### src/rtl/core2axi_arb_pkg.sv
// core2axi_arb_pkg: shared state encoding and limits for the core-to-AXI arbiter
package core2axi_arb_pkg;
  typedef enum logic [1:0] {IDLE, LOCKED, WAIT_RSP} arb_state_e;
  localparam int MAX_MASTERS = 8;
endpackage

### src/rtl/core2axi_arb_rr_pick.sv
// rr_pick: combinational rotate-priority picker, first set request at or after ptr
module rr_pick #(
  parameter int N = 2,
  parameter int W = $clog2(N)
) (
  input  logic [N-1:0] req,
  input  logic [W-1:0] ptr,
  output logic [W-1:0] winner,
  output logic         valid
);
  logic [N-1:0] rot;
  logic [W-1:0] off;
  logic [W:0]   sum;
  // rotate so ptr sits at bit 0, take the lowest set bit, then undo the rotation
  always_comb begin
    rot = N'({req, req} >> ptr);
    off = '0;
    for (int i = N - 1; i >= 0; i--) if (rot[i]) off = W'(i);
    sum = {1'b0, ptr} + {1'b0, off};
    winner = (sum >= (W + 1)'(N)) ? W'(sum - (W + 1)'(N)) : W'(sum);
  end
  assign valid = |req;
endmodule

### src/rtl/core2axi_arb.sv
// core2axi_arb: round-robin merge of several core-side ports onto one bridge port
module core2axi_arb
  import core2axi_arb_pkg::*;
#(
  parameter int NUM_MASTERS = 2,
  parameter int ADDR_WIDTH  = 32
) (
  input  logic                                   clk_i,
  input  logic                                   rst_ni,
  input  logic                                   core_clock_en,
  input  logic [NUM_MASTERS-1:0]                 m_req_i,
  output logic [NUM_MASTERS-1:0]                 m_gnt_o,
  output logic [NUM_MASTERS-1:0]                 m_rvalid_o,
  input  logic [NUM_MASTERS-1:0][ADDR_WIDTH-1:0] m_addr_i,
  input  logic [NUM_MASTERS-1:0]                 m_we_i,
  input  logic [NUM_MASTERS-1:0][3:0]            m_be_i,
  input  logic [NUM_MASTERS-1:0][31:0]           m_wdata_i,
  output logic [NUM_MASTERS-1:0][31:0]           m_rdata_o,
  output logic                                   data_req_o,
  input  logic                                   data_gnt_i,
  input  logic                                   data_rvalid_i,
  output logic [ADDR_WIDTH-1:0]                  data_addr_o,
  output logic                                   data_we_o,
  output logic [3:0]                             data_be_o,
  output logic [31:0]                            data_wdata_o,
  input  logic [31:0]                            data_rdata_i
);
  localparam int IW = $clog2(NUM_MASTERS);

  if (NUM_MASTERS < 2 || NUM_MASTERS > MAX_MASTERS) begin : g_bad_n
    $error("core2axi_arb: NUM_MASTERS out of range");
  end

  arb_state_e    state, state_n;
  logic [IW-1:0] owner, owner_n, rr_ptr, rr_ptr_n, win, sel;
  logic          any;

  function automatic logic [IW-1:0] inc(input logic [IW-1:0] x);
    return (x == IW'(NUM_MASTERS - 1)) ? '0 : x + 1'b1;
  endfunction

  rr_pick #(.N(NUM_MASTERS)) u_pick (
    .req   (m_req_i),
    .ptr   (rr_ptr),
    .winner(win),
    .valid (any)
  );

  // state, owner and pointer advance only on enabled cycles; reset ignores the enable
  always_ff @(posedge clk_i) begin
    if (!rst_ni) begin
      state  <= IDLE;
      owner  <= '0;
      rr_ptr <= '0;
    end else if (core_clock_en) begin
      state  <= state_n;
      owner  <= owner_n;
      rr_ptr <= rr_ptr_n;
    end
  end

  // next state plus zero-latency grant/response routing; once committed, the owner drives the bridge
  always_comb begin
    state_n    = state;
    owner_n    = owner;
    rr_ptr_n   = rr_ptr;
    m_gnt_o    = '0;
    m_rvalid_o = '0;
    sel        = (state == IDLE) ? (any ? win : '0) : owner;
    data_req_o = (state == IDLE) ? any : (state == LOCKED);
    case (state)
      IDLE: if (any) begin
        owner_n = win;
        state_n = data_gnt_i ? WAIT_RSP : LOCKED;
        if (data_gnt_i) begin
          m_gnt_o[win] = 1'b1;
          rr_ptr_n     = inc(win);
        end
      end
      LOCKED: if (data_gnt_i) begin
        m_gnt_o[owner] = 1'b1;
        state_n        = WAIT_RSP;
        rr_ptr_n       = inc(owner);
      end
      WAIT_RSP: if (data_rvalid_i) begin
        m_rvalid_o[owner] = 1'b1;
        state_n           = IDLE;
      end
      default: state_n = IDLE;
    endcase
  end

  assign data_addr_o  = m_addr_i[sel];
  assign data_we_o    = m_we_i[sel];
  assign data_be_o    = m_be_i[sel];
  assign data_wdata_o = m_wdata_i[sel];
  assign m_rdata_o    = {NUM_MASTERS{data_rdata_i}};

  a_rvalid_only_waiting: assert property (@(posedge clk_i) disable iff (!rst_ni)
    !(data_rvalid_i && state != WAIT_RSP));
  a_onehot: assert property (@(posedge clk_i) disable iff (!rst_ni)
    $onehot0(m_gnt_o) && $onehot0(m_rvalid_o));
endmodule
### config.mk
export PLATFORM = sky130hd
export DESIGN_NAME = core2axi_arb
export DESIGN_NICKNAME = d
export VERILOG_FILES = /design/src/rtl/core2axi_arb_pkg.sv /design/src/rtl/core2axi_arb_rr_pick.sv /design/src/rtl/core2axi_arb.sv
export SDC_FILE = /design/constraint.sdc
export NUM_CORES = 1
export LEC_CHECK = 0
export ABC_AREA = 1
export CORE_AREA = 2 2 122 124
export CTS_CLUSTER_SIZE = 24
export DETAILED_ROUTE_END_ITERATION = 16
export DIE_AREA = 0 0 124 126
export PLACE_DENSITY_LB_ADDON = 0.05
export SYNTH_ARGS = -nofsm -noshare
export SYNTH_HDL_FRONTEND = slang
export SYNTH_SLANG_ARGS = --single-unit
export TNS_END_PERCENT = 1
### constraint.sdc
create_clock -name clk_i -period 2.09 [get_ports clk_i]
set_input_delay 0.5225 -clock clk_i [delete_from_list [all_inputs] [get_ports clk_i]]
set_output_delay 0.5225 -clock clk_i [all_outputs]
set_load 0.1 [all_outputs]
==> metrics.cfg <==
[power]
p_clk_share_pct=6.3
comb_power_share_pct=91.8
p_switching_w=0.00265
p_sw_share_pct=56.6
power_w=0.00468
p_per_area_mw_per_mm2=815
p_int_w=0.00203
peakVddDrop_uv=335
pwr-share-seq_pct=1.9
p_leak_nw=2.60

[synthesis]
synth_nets=525
ys_warn_count=0
synth_area_mm2=0.00181
ys_ff_latch=4
synthDistinctLibCells=18
ys_seq_area_share_pct=4.41
syn_inst=348
syn_area_per_cell_um2=5.21

[route]
wl_met1_um=4210
top_layer=met5
wl_um=11000
routed-wl-met2_um=5580
vias=2747
viasPerCell=3.84
antenna_left=0
drt_iter0_markers=73
route.detailed.drc=0
first_pass_iters=4
wl_per_cell_um=15.3
met3_length_um=1110

[floorplan]
dieArea_mm2=0.0156
rows=44
num_io_pins=315
die_w_um=124
core-area_mm2=0.0143
die_h_um=126
start_util_pct=12.7

[clocking]
numCtsBuffers=3
cts_sinks=4
ctsHoldBuffers=0
clk_pin_slew_worst_paths_ps=30
cts_tree=yes
clk_path_buf_depth=2
clkLatencyLatePin_ps=220
cts_root_buffer=clkbuf_16
htree_num_levels=1

[global_routing]
grt_max_degree=26
grt_pass1_wl_um=16100
grt_pass1_vias=2838
antenna_found_initial=1
grt_usage_pct=13.3
grt_overflow=0

[placement]
post-place-ws_ps=-581
dp_hpwl_um=7830
gp_congestion=0.781
port_buffers=218

[run_status]
status=finished with violations
violations=negative setup slack

[timing]
tightest_slew_ps=231
finalHoldViolations=0
setup_viol=70
max_freq_mhz=430
period_needed_ps=2330
maxSlewViolCount=0
clock_skew_ps=1.50
fin_crit_sh_pct=111
holdWs_ps=551
slew_headroom_pct=84.5
fin_ws_ps=-238
rsz0062_at_grt=true

[final_layout]
drive_gt1_share_pct=41.2
final_cell_mix=142 x clkdlybuf4s50_1, 83 x buf_12, 78 x inv_1
fin_util_pct=40.1
diodes=0
layout_commonest_cell=clkdlybuf4s50_1
synthToLayoutAreaGrowth_pct=217
nNetsFinal=711

[setup_path]
cp_max_fo=6
crit_path_end_kind=output port
critPathKind=in2out
startpoint_type=primary input
worstPathRequired_ps=1570
critPathArrivalTime_ps=1810

[job]
drv_cap=0

[hold_path]
hold_class=reg2reg

[power groups by stage]
stage	clock [W]	combinational, W	sequential [W]
final	0.000295	0.00430	0.0000892
after global routing	0.000307	0.00446	0.0000904
after CTS	0.000300	0.00431	0.0000890
after detailed placement	0	0.00375	0.0000895
after global placement	0	0.00375	0.0000893
after floorplan	0	0.00281	0.0000911
[kinds of logic after synthesis]
| logic type | count (synthesis) | synth area share (%) |
|---|---|---|
| buf+inv | 158 | 48.6 |
| simple gates | 109 | 23.4 |
| flops | 4 | 4.41 |
| compound gates | 77 | 23.5 |
[per-layer routing]
metal | vias to the layer above | global-route usage (%)
li1 | 1349 | -
met2 | 131 | 24.4
met5 | - | 0
met1 | 1250 | 15.3
met4 | 2 | 1.45
met3 | 15 | 4.35
[timing repair]
item	CTS	global route
resized for setup	84	7
cloned	9	2
setup buffers	7	0
endpoints found under the setup margin	72	71
pin swaps	7	5
hold endpoints to repair	0	0
[area by class of cell]
type	instances	area, um2
fill	1420	8570
timing repair buffer	260	3570
multi-input combinational	186	1500
inverter	79	297
tap	184	230
sequential	4	81.3
clock buffer	3	75.1
[critical path, stage by stage]
cell     delay [ps]
buf_6            90
inv_2            40
o21ai_2          50
nand2_1          90
o21ai_4          90
buf_12          130
buf_12          140
buf_12          150
buf_16          150
o21ai_4         140
buf_12          190
[synthesized netlist by cell type]
| cell | count | area [um2] |
|---|---|---|
| buf_4 | 70 | 526 |
| nor2_1 | 7 | 26.3 |
| o21ai_2 | 11 | 96.3 |
| dfxtp_1 | 4 | 80.1 |
| o21ai_0 | 60 | 300 |
| inv_1 | 79 | 297 |
| buf_2 | 5 | 25.0 |
| nand4_1 | 1 | 6.26 |
| nand3_1 | 5 | 25.0 |
| a21oi_1 | 5 | 25.0 |
| o21ai_1 | 1 | 5.00 |
| buf_6 | 2 | 22.5 |
| nand2_1 | 92 | 345 |
| clkbuf_4 | 1 | 7.51 |
| clkbuf_2 | 1 | 5.00 |
| or2_2 | 1 | 6.26 |
| nor3_1 | 2 | 10.0 |
| nor2_2 | 1 | 6.26 |
[path summary, 6_finish.rpt]
check | start | to | slack [ps] | depth (start not counted)
setup / recovery | m_req_i[0] | data_wdata_o[30] | -240 | 11
setup reg to reg | state[0]$_SDFFE_PN0P_ | owner$_SDFFE_PN0P_ | 950 | 7
hold / removal | rr_ptr$_SDFFE_PN0P_ | rr_ptr$_SDFFE_PN0P_ | 550 | 4
hold reg to reg | rr_ptr$_SDFFE_PN0P_ | rr_ptr$_SDFFE_PN0P_ | 550 | 4
[per-stage QoR]
stage | setup TNS (ps) | instance area, um2 | cells
after global routing | -15730 | 5750 | 716
after floorplan | -23390 | 2060 | 348
after CTS | -11530 | 5700 | 715
after detailed placement | -39460 | 4860 | 696
after global placement | -41800 | 4860 | 696
final | -10190 | 5750 | 716
[state kept, by name (all words and copies together), names as in the netlist]
signal  cells
owner       1
rr_ptr      1
state       2
Power figures use the tool's default switching activity.
